File: src/rtl/pipe_stage_skid.sv
// Pipeline-stage register with a 2-entry skid buffer, stall, flush and bubble control.
// Optional performance counters are compiled in when PIPE_STAGE_PERF_EN is defined.
module pipe_stage_skid #(
    parameter int                 DATA_W      = 32,
    parameter int                 CTRL_W      = 8,
    parameter logic [CTRL_W-1:0]  CTRL_BUBBLE = {CTRL_W{1'b0}}
) (
    input  logic              clk,
    input  logic              rst,
    input  logic              flush,
    input  logic              in_valid,
    output logic              in_ready,
    input  logic [CTRL_W-1:0] in_ctrl,
    input  logic [DATA_W-1:0] in_data,
    output logic              out_valid,
    input  logic              out_ready,
    output logic [CTRL_W-1:0] out_ctrl,
    output logic [DATA_W-1:0] out_data
`ifdef PIPE_STAGE_PERF_EN
    ,
    output logic [31:0]       stall_cnt,
    output logic [15:0]       flush_cnt
`endif
);

    // Handshake: a beat moves on a rising edge where valid and ready are both high;
    // the source holds valid and payload stable until that edge, and ready never
    // depends combinationally on valid of the same side.
    typedef enum logic [1:0] {
        ST_EMPTY = 2'd0,
        ST_ONE   = 2'd1,
        ST_FULL  = 2'd2
    } state_t;

    state_t state;
    state_t state_next;

    logic              m_valid;
    logic              s_valid;
    logic [CTRL_W-1:0] m_ctrl;
    logic [DATA_W-1:0] m_data;
    logic [CTRL_W-1:0] s_ctrl;
    logic [DATA_W-1:0] s_data;

    logic accept;
    logic emit;
    logic load_main_in;
    logic load_main_skid;
    logic load_skid;

    assign m_valid = (state != ST_EMPTY);
    assign s_valid = (state == ST_FULL);
    assign accept  = in_valid & in_ready;
    assign emit    = m_valid & out_ready;

    always_ff @(posedge clk) begin
        if (rst) begin
            state <= ST_EMPTY;
        end else begin
            state <= state_next;
        end
    end

    always_comb begin
        state_next = state;
        if (flush) begin
            state_next = ST_EMPTY;
        end else begin
            case (state)
                ST_EMPTY: if (accept) state_next = ST_ONE;
                ST_ONE: begin
                    if (accept && !emit) begin
                        state_next = ST_FULL;
                    end else if (!accept && emit) begin
                        state_next = ST_EMPTY;
                    end
                end
                ST_FULL:  if (emit) state_next = ST_ONE;
                default:  state_next = ST_EMPTY;
            endcase
        end
    end

    // Flush suppresses every load so the data registers keep their last contents.
    always_comb begin
        load_main_in   = 1'b0;
        load_main_skid = 1'b0;
        load_skid      = 1'b0;
        if (!flush) begin
            case (state)
                ST_EMPTY: load_main_in = accept;
                ST_ONE: begin
                    load_main_in = accept & emit;
                    load_skid    = accept & ~emit;
                end
                ST_FULL:  load_main_skid = emit;
                default: begin
                    load_main_in   = 1'b0;
                    load_main_skid = 1'b0;
                    load_skid      = 1'b0;
                end
            endcase
        end
    end

    // Ready is a flop of the next occupancy, so backpressure never ripples combinationally.
    always_ff @(posedge clk) begin
        if (rst) begin
            in_ready <= 1'b1;
        end else begin
            in_ready <= (state_next != ST_FULL);
        end
    end

    always_ff @(posedge clk) begin
        if (rst) begin
            m_ctrl <= CTRL_BUBBLE;
            m_data <= '0;
            s_ctrl <= CTRL_BUBBLE;
            s_data <= '0;
        end else begin
            if (load_main_in) begin
                m_ctrl <= in_ctrl;
                m_data <= in_data;
            end else if (load_main_skid) begin
                m_ctrl <= s_ctrl;
                m_data <= s_data;
            end
            if (load_skid) begin
                s_ctrl <= in_ctrl;
                s_data <= in_data;
            end
        end
    end

    assign out_valid = m_valid;
    assign out_ctrl  = m_valid ? m_ctrl : CTRL_BUBBLE;
    assign out_data  = m_data;

`ifdef PIPE_STAGE_PERF_EN
    always_ff @(posedge clk) begin
        if (rst) begin
            stall_cnt <= '0;
            flush_cnt <= '0;
        end else begin
            if (out_valid && !out_ready) begin
                stall_cnt <= stall_cnt + 32'd1;
            end
            if (flush && (m_valid || s_valid || in_valid)) begin
                flush_cnt <= flush_cnt + 16'd1;
            end
        end
    end
`endif

endmodule
File: config.mk
export PLATFORM = sky130hd
export DESIGN_NAME = pipe_stage_skid
export DESIGN_NICKNAME = d
export VERILOG_FILES = /design/src/rtl/pipe_stage_skid.sv
export SDC_FILE = /design/constraint.sdc
export NUM_CORES = 1
export LEC_CHECK = 0
export CAP_MARGIN = 20
export CORE_ASPECT_RATIO = 1.25
export CORE_UTILIZATION = 40
export CTS_CLUSTER_DIAMETER = 30
export DETAILED_ROUTE_END_ITERATION = 16
export GPL_TIMING_DRIVEN = 0
export PLACE_DENSITY = 0.67
export SETUP_SLACK_MARGIN = 0.05
export SYNTH_ARGS = -nofsm -noshare
export SYNTH_HDL_FRONTEND = slang
export SYNTH_SLANG_ARGS = --single-unit
File: constraint.sdc
create_clock -name clk -period 4.31 [get_ports clk]
set_clock_uncertainty 0.05 [all_clocks]
set_input_delay 1.293 -clock clk [delete_from_list [all_inputs] [get_ports clk]]
set_output_delay 1.293 -clock clk [all_outputs]
set_load 0.005 [all_outputs]
### Yosys cells after proc, flatten, opt, wreduce, memory -nomap -nowiden

Cells that the tools add are included.
Widths: inputs -> output; s select.

| storage, ports and cells | value |
|---|---|
| latch bits | 0 |
| output and inout bits | 42 |
| word-level logic and storage cells | 38 |
| memories kept | 0 |
| bits in read-only memories | 0 |
| flip-flop bits (word level) | 83 |
| memory bits (writable) | 0 |
| bits of input ports | 45 |

| cells by class | value |
|---|---|
| $lt $le $gt $ge | 0 |
| div/mod/pow operators | 0 |
| equality and inequality tests | 3 |
| bitwise operators | 5 |
| add/sub/neg operators | 0 |
| multiplexer cells | 17 |
| multiply operators | 0 |
| reduce and logical (&&, ||, !) cells | 7 |
| shifts and indexed selects | 0 |

Operator list:

| operator | count |
|---|---|
| $mux 32 | 2 |
| $mux 8 | 3 |
| $mux 2 | 5 |
| $pmux 2 s3 | 1 |
| $mux 1 | 5 |
| $and 1x1->1 | 4 |
| $reduce_bool 2->1 | 2 |
| $eq 2x1->1 const B | 1 |
| $eq 2x2->1 const B | 1 |
| $logic_and 1x1->1 | 2 |
| $logic_not 1->1 | 2 |
| $logic_not 2->1 | 1 |
| $ne 2x2->1 const B | 1 |
| $pmux 1 s2 | 1 |
| $not 1->1 | 1 |

### Longest topological paths before layout

Gate-level depths: netlist of run 1.

| depth | value |
|---|---|
| depth after elaboration | 8 |
| gate-level depth with buffers | 7 |
| gate-level depth less buffers | 4 |

### Worst setup path after synthesis of run 1

Ideal clock, no wire load.

| path | value |
|---|---|
| path type | input-to-reg |
| start | input out_ready |
| end | register s_ctrl[0] |
| stages | 6 |
| arrival time | 2,319 ps |
| data required time | 4,128 ps |
| library setup time | 132 ps |
| buffers on the path | 2 |
| slack | 1,808 ps |
| cell sequence | nand2b_1 > or4_1 > clkbuf_1 > clkbuf_1 > nand2_1 > a21oi_1 |

| between the ends | value |
|---|---|
| longest elaborated chain between the ends | 5 |

Ends and longest elaborated chain:

| what | RTL line | text |
|---|---|---|
| from (decl) | 16 | `input logic out_ready,` |
| $and 1x1->1 | 54 | `assign emit = m_valid & out_ready;` |
| $not 1->1 | 94 | `load_skid = accept & ~emit;` |
| $and 1x1->1 | 94 |  |
| $mux 1 | 90 | `case (state)` |
| $mux 1 | 89 | `if (!flush) begin` |
| to (signal assigned) | 130 | `s_ctrl <= in_ctrl;` |
| to (decl) | 42 | `logic [CTRL_W-1:0] s_ctrl;` |

Every way passes these cells.
A chain may end at the register's enable or synchronous reset.

### Worst setup path in the final report of run 1

| path | value |
|---|---|
| start | register state[1] |
| end | output out_ctrl[2] |

| between the ends | value |
|---|---|
| longest elaborated chain between the ends | 2 |

Ends and longest elaborated chain:

| what | RTL line | text |
|---|---|---|
| from (decl) | 35 | `state_t state;` |
| from (signal assigned) | 60 | `state <= state_next;` |
| $reduce_bool 2->1 | 51 | `assign m_valid = (state != ST_EMPTY);` |
| $mux 8 | 137 | `assign out_ctrl = m_valid ? m_ctrl : CTRL_BUBBLE;` |
| to (decl) | 17 | `output logic [CTRL_W-1:0] out_ctrl,` |

Every way passes these cells.

==> load_flow_metrics.sql, run 1 <==
INSERT INTO impl_metrics (metric_group, metric, value, unit) VALUES
('run_status', 'status', 'finished clean', ''),
('floorplanning', 'floorplan.die.width', '86.6', 'um'),
('pwr', 'proportion_of_total_power_due_to_net_switching', '23.9', '%'),
('finish', 'design_area', '4800', 'um^2'),
('synth', 'synth_top_area_share', '46.5', '%'),
('clock_tree', 'cts_num_sinks', '83', ''),
('clock_tree', 'cts-buffers-inserted', '9', ''),
('grt', 'pin_count_of_the_biggest_net_entering_global_routing', '15', ''),
('grt', 'antenna_violations_before_repair', '0', ''),
('synth', 'gate_count_after_technology_mapping', '428', ''),
('synth', 'yosys.cell_count.top_type', 'sky130_fd_sc_hd__nand2_1', ''),
('pwr', 'power.share.combinational', '12.9', '%'),
('timing', 'hold_viol_final', '0', ''),
('timing', 'final_tns_setup', '0', 'ps'),
('clock_tree', 'ctsLongestPathBuffers', '2', ''),
('setup_path', 'worst_r2r_path_depth', '6', ''),
('timing', 'part_of_the_cycle_the_worst_path_needs', '75.9', '%'),
('synth', 'ys_types', '23', ''),
('hold_path', 'hp-start', 's_data[6]$_SDFFE_PP0P_', ''),
('timing', 'period_minus_slack', '3270', 'ps'),
('synth', 'synth_top_cells_by_count', '162 x sky130_fd_sc_hd__nand2_1, 83 x sky130_fd_sc_hd__dfxtp_1, 41 x sky130_fd_sc_hd__nor2_1', ''),
('synth', 'mappedNetlistNets', '473', ''),
('timing', 'timing.slew.headroom', '48.5', '%'),
('placement', 'routabilityCongestion', '0.762', ''),
('timing', 'final_max_slew_viol_count', '0', ''),
('synth', 'synth_warnings', '0', ''),
('pwr', 'power.clock.fraction', '37.9', '%'),
('pwr', 'net-switching-power', '0.000395', 'W'),
('synth', 'synth_enable_flop_cells', '0', ''),
('setup_path', 'reg2reg_to', 'm_ctrl[6]$_SDFFE_PP0P_', ''),
('routing', 'wl', '9100', 'um'),
('clock_tree', 'number_of_resized_instances_in_the_post_cts_repair_step', '0', ''),
('floorplanning', 'core-area', '8650', 'um^2'),
('routing', 'remaining_drc_errors', '0', ''),
('routing', 'routed_via_count_divided_by_cell_count', '4.97', ''),
('timing', 'setup_viol_count_final', '0', ''),
('placement', 'number_of_port_buffers', '85', ''),
('placement', 'dp_hpwl', '6300', 'um'),
('synth', 'yosysSeqAreaShare', '46.5', '%'),
('floorplanning', 'die_h', '108', 'um'),
('setup_path', 'crit_path_launch_type', 'flip-flop', ''),
('routing', 'final_antenna_net_count', '0', ''),
('grt', 'grt-ovfl-total', '0', ''),
('setup_path', 'regToRegSetupSlack', '2500', 'ps'),
('pwr', 'worst_ir_drop_vdd', '0.209', 'mV'),
('setup_path', 'critical_path.max_fanout', '9', ''),
('synth', 'netlist.top_cell.by_area', 'sky130_fd_sc_hd__dfxtp_1', ''),
('setup_path', 'worst_setup_end_kind', 'output port', ''),
('placement', 'dpl-instance-area', '4580', 'um^2'),
('run', 'max_cap_viol_count', '0', ''),
('clock_tree', 'clock_latency', '350', 'ps'),
('routing', 'wire_length_per_cell_after_detailed_routing', '14.0', 'um'),
('pwr', 'intPower', '0.00126', 'W'),
('setup_path', 'timing.rr.start', 'state[1]$_SDFF_PP0_', ''),
('floorplanning', 'design.portCount', '87', ''),
('finish', 'n_fill_cell', '836', ''),
('finish', 'area_growth', '34.3', '%'),
('timing', 'hold_slack', '408', 'ps'),
('pwr', 'power.share.sequential', '49.2', '%'),
('clock_tree', 'post_cts_hold_buffer_count', '0', ''),
('synth', 'avgSynthCellArea', '8.35', 'um^2'),
('timing', 'rsz0062_at_grt', 'no', ''),
('clock_tree', 'worst_setup_hold_path_clk_slew', '80', 'ps'),
('setup_path', 'critPathArrivalTime', '1930', 'ps'),
('grt', 'grt_pass1_wl', '14800', 'um'),
('finish', 'antenna_cells', '0', ''),
('clock_tree', 'cts_tree', 'done', ''),
('hold_path', 'worst_hold_path_type', 'flip-flop to flip-flop', ''),
('grt', 'first_global_vias', '3052', ''),
('grt', 'grt_use_total', '20.4', '%'),
('pwr', 'cellLeakagePower', '1.61', 'nW');
==> cell usage in the layout (no fill, tap or decap), types with 4 or more instances in the layout <==
cell	netlist	final
sky130_fd_sc_hd__clkdlybuf4s50_1	0	85
sky130_fd_sc_hd__nor2b_1	9	9
sky130_fd_sc_hd__clkbuf_8	0	10
sky130_fd_sc_hd__nor2_1	41	41
sky130_fd_sc_hd__dfxtp_1	83	83
sky130_fd_sc_hd__buf_6	4	4
sky130_fd_sc_hd__a311oi_2	40	40
sky130_fd_sc_hd__nand2_1	162	162
sky130_fd_sc_hd__buf_2	14	14
sky130_fd_sc_hd__a21oi_1	40	40
sky130_fd_sc_hd__clkbuf_1	18	18
==> metrics by stage <==
stage	utilization, %	power [W]	worst slack, ps	std cells
2_1_floorplan	-	0.000928	1810	428
3_3_place_gp	52.9	0.00104	1060	633
3_5_place_dp	52.9	0.00105	1010	633
4_1_cts	55.5	0.00167	974	649
5_1_grt	55.5	0.00172	886	649
6_report	55.5	0.00165	1040	649
==> power by group through the flow <==
stage               Clock, W  Combinational [W]  Sequential, W
finish              0.000626           0.000213       0.000813
global route        0.000676           0.000230       0.000817
CTS                 0.000639           0.000215       0.000813
detailed placement         0           0.000214       0.000831
global placement           0           0.000211       0.000831
floorplan                  0          0.0000977       0.000830
==> registers in the layout, indices dropped and copies added (netlist names) <==
register / count
s_data: 32
m_ctrl: 8
in_ready: 1
s_ctrl: 8
out_data: 32
state: 2
==> per-layer routing <==
metal	GRT usage (%)	routed length (um)	vias to the layer above
met1	25.6	4010	1526
met3	3.37	291	10
met2	34.8	4690	63
met5	0	0	-
met4	7.86	119	0
li1	-	-	1628
==> worst max-delay path: stages (launching register included) <==
cell                              delay [ps]
sky130_fd_sc_hd__dfxtp_1                 300
sky130_fd_sc_hd__buf_2                   150
sky130_fd_sc_hd__nor2_1                  550
sky130_fd_sc_hd__nor2b_1                 100
sky130_fd_sc_hd__clkdlybuf4s50_1         470
==> cells by family (layout without fill, tap and decap cells) <==
group,count (synthesis),after routing,share of synthesized area (%)
buffers and inverters,39,140,5.43
muxes,1,1,0.280
DFF,83,83,46.5
AOI/OAI and AO/OA,83,83,23.0
and+or+nand+nor,222,222,24.8
==> worst max path at each step <==
stage	from	end	slack, ps	depth (start not counted)
final	state[1]$_SDFF_PP0_	out_ctrl[2]	1040	4
after global routing	state[1]$_SDFF_PP0_	out_valid	890	4
after CTS	state[1]$_SDFF_PP0_	out_ctrl[7]	970	4
after detailed placement	out_ready	s_data[26]$_SDFFE_PP0P_	1010	7
after global placement	out_ready	s_data[30]$_SDFFE_PP0P_	1060	7
after floorplan	out_ready	s_ctrl[0]$_SDFFE_PP0P_	1810	6
==> area by class of cell <==
cell class | instances | area share (%)
multi-input combinational | 306 | 35.8
sequential | 83 | 34.6
timing repair buffer | 85 | 17.7
buffer | 37 | 3.88
tap | 120 | 3.13
clock buffer | 10 | 2.87
clock inverter | 6 | 1.85
inverter | 2 | 0.156
(Power assumes the default switching activity.)
==> run 2, diff against run 1 <==
- PLACE_DENSITY: 0.67 -> 0.69
- clock period: 4.31 -> 2.8 ns (I/O delays scaled with it)
==> run 2 against run 1 <==
- first-iteration DRC count down 6.9%
- via count down 0.12%
- power up 47%
- flip-flop and latch count unchanged
- die area unchanged
- final area down 0.63%
- global-route usage down 0.92 points
- hold slack worse by 0.81 ps
- wire length down 3.6%
- utilization down 0.35 points
- sequential power up 54%
- critical path type unchanged
- largest cell class unchanged
- largest power group unchanged
==> load_flow_metrics.sql, run 2 (synthesis results as in run 1) <==
INSERT INTO impl_metrics (metric_group, metric, value, unit) VALUES
('routing', 'routed_vias', '3223', ''),
('hold_path', 'worst_hold_path_type', 'flip-flop to flip-flop', ''),
('placement', 'number_of_port_buffers', '85', ''),
('setup_path', 'worst_r2r_path_depth', '6', ''),
('floorplanning', 'core-area', '8650', 'um^2'),
('timing', 'period_minus_slack', '2590', 'ps'),
('setup_path', 'cp_data_required_time', '1910', 'ps'),
('finish', 'post_route_cells_drive_above_1_share', '13.8', '%'),
('routing', 'wire_length_per_cell_after_detailed_routing', '13.5', 'um'),
('clock_tree', 'cts_root_buffer', 'sky130_fd_sc_hd__clkbuf_8', ''),
('grt', 'pin_count_of_the_biggest_net_entering_global_routing', '15', ''),
('pwr', 'post-layout-total-power', '0.00243', 'W'),
('floorplanning', 'initial_core_util', '41.3', '%'),
('routing', 'final_antenna_net_count', '0', ''),
('finish', 'num-nets-final', '569', ''),
('clock_tree', 'clock_latency', '350', 'ps'),
('clock_tree', 'cts_num_sinks', '83', ''),
('grt', 'grt-ovfl-total', '0', ''),
('run', 'max_cap_viol_count', '0', ''),
('timing', 'slew_of_the_pin_with_the_lowest_slew_margin', '772', 'ps'),
('routing', 'initialDrtViolationCount', '161', ''),
('grt', 'grt_use_total', '19.5', '%'),
('finish', 'final_core_util', '55.1', '%'),
('clock_tree', 'cts-buffers-inserted', '9', ''),
('timing', 'hold_viol_final', '0', ''),
('clock_tree', 'worst_setup_hold_path_clk_slew', '80', 'ps'),
('routing', 'drt_pre_antenna_iters', '6', ''),
('routing', 'routed_via_count_divided_by_cell_count', '4.97', ''),
('finish', 'antenna_cells', '0', ''),
('placement', 'routabilityCongestion', '0.751', ''),
('finish', 'area_growth', '33.5', '%'),
('placement', 'placement.setup.worst_slack', '-41.7', 'ps'),
('finish', 'layout.cells.most_common', 'sky130_fd_sc_hd__nand2_1', ''),
('grt', 'grt_pass1_wl', '14200', 'um'),
('grt', 'first_global_vias', '3057', ''),
('timing', 'part_of_the_cycle_the_worst_path_needs', '92.3', '%'),
('routing', 'remaining_drc_errors', '0', ''),
('clock_tree', 'h-tree-depth', '3', ''),
('setup_path', 'crit_path_launch_type', 'flip-flop', ''),
('clock_tree', 'post_cts_hold_buffer_count', '0', ''),
('setup_path', 'critical_path.max_fanout', '9', ''),
('pwr', 'worst_ir_drop_vdd', '0.242', 'mV'),
('placement', 'dp_hpwl', '6030', 'um'),
('placement', 'placed_cells_incl_taps', '633', ''),
('finish', 'layout.cells.most_common_list', '162 x sky130_fd_sc_hd__nand2_1, 85 x sky130_fd_sc_hd__clkdlybuf4s50_1, 83 x sky130_fd_sc_hd__dfxtp_1', ''),
('timing', 'final_max_slew_viol_count', '0', ''),
('grt', 'antenna_violations_before_repair', '0', ''),
('clock_tree', 'ctsLongestPathBuffers', '2', ''),
('placement', 'dpl-instance-area', '4580', 'um^2'),
('setup_path', 'regToRegSetupSlack', '990', 'ps'),
('pwr', 'cellLeakagePower', '1.59', 'nW'),
('setup_path', 'path_class', 'flip-flop to output port', ''),
('setup_path', 'worst_setup_end_kind', 'output port', ''),
('timing', 'final_critical_path_setup_slack', '215', 'ps'),
('floorplanning', 'die-area', '9320', 'um^2'),
('timing', 'max_clock_freq', '0.387', 'GHz'),
('timing', 'timing.slew.headroom', '48.5', '%'),
('timing', 'setup_viol_count_final', '0', ''),
('floorplanning', 'design.portCount', '87', ''),
('routing', 'wl', '8780', 'um'),
('hold_path', 'min_delay_path_depth', '2', ''),
('setup_path', 'critPathArrivalTime', '1700', 'ps'),
('finish', 'design_area', '4770', 'um^2'),
('timing', 'rsz0062_at_grt', 'no', ''),
('run_status', 'status', 'finished clean', ''),
('finish', 'instances_no_fill', '649', ''),
('floorplanning', 'die_h', '108', 'um'),
('floorplanning', 'floorplan.rows', '38', ''),
('pwr', 'power.density_cell_area', '510', 'nW/um^2'),
('floorplanning', 'floorplan.die.width', '86.6', 'um'),
('clock_tree', 'cts_tree', 'done', '');
## run 2: changes by cell type in the layout (fill, tap and decap cells not counted), sizes merged
cell,delta
bufinv,-1
clkbuf,+1
clkinv,-1
inv,+1
## run 2: path summary, 6_finish.rpt
path                                         startpoint                       to
worst max-delay path                state[1]$_SDFF_PP0_              out_ctrl[4]
worst min register to register  s_data[31]$_SDFFE_PP0P_  s_data[31]$_SDFFE_PP0P_
worst min-delay path            s_data[31]$_SDFFE_PP0P_  s_data[31]$_SDFFE_PP0P_
worst max register to register      state[1]$_SDFF_PP0_   m_ctrl[6]$_SDFFE_PP0P_
## run 2: per-layer routing
metal | wire length, um | global-route usage (%)
met5 | 0 | 0
met4 | 130 | 8.69
met3 | 265 | 2.84
met2 | 4310 | 31.9
met1 | 4080 | 25.4
## run 2: what timing repair did
item | CTS | global route
resized for setup | 1 | 0
endpoints found under the setup margin | 9 | 0
buffers inserted | 0 | 0
endpoints found under the hold margin | 0 | 0
## run 2: layout make-up
type	count	area [um^2]
multi-input combinational	306	1720
sequential	83	1660
tap	120	150
fill	824	3880
buffer	37	186
inverter	2	7.51
timing repair buffer	85	851
clock buffer	11	131
clock inverter	5	62.6
## run 2: power breakdown
| group | internal, W | switching (W) | total [W] |
|---|---|---|---|
| registers | 0.00123 | 0.0000262 | 0.00125 |
| clock network | 0.000418 | 0.000437 | 0.000855 |
| logic | 0.000182 | 0.000143 | 0.000326 |
| total | 0.00183 | 0.000607 | 0.00243 |
## run 2: critical path, stage by stage (launching register included)
cell and delay [ps]:
sky130_fd_sc_hd__dfxtp_1 300, sky130_fd_sc_hd__buf_2 160, sky130_fd_sc_hd__nor2_2 350, sky130_fd_sc_hd__nor2b_1 90, sky130_fd_sc_hd__clkdlybuf4s50_1 450
## run 2: metrics by stage
step | setup TNS (ps) | hold WS, ps
floorplan | 0 | 387
global placement | 0 | 392
detailed placement | -861 | 397
CTS | 0 | 408
global route | 0 | 426
finish | 0 | 407
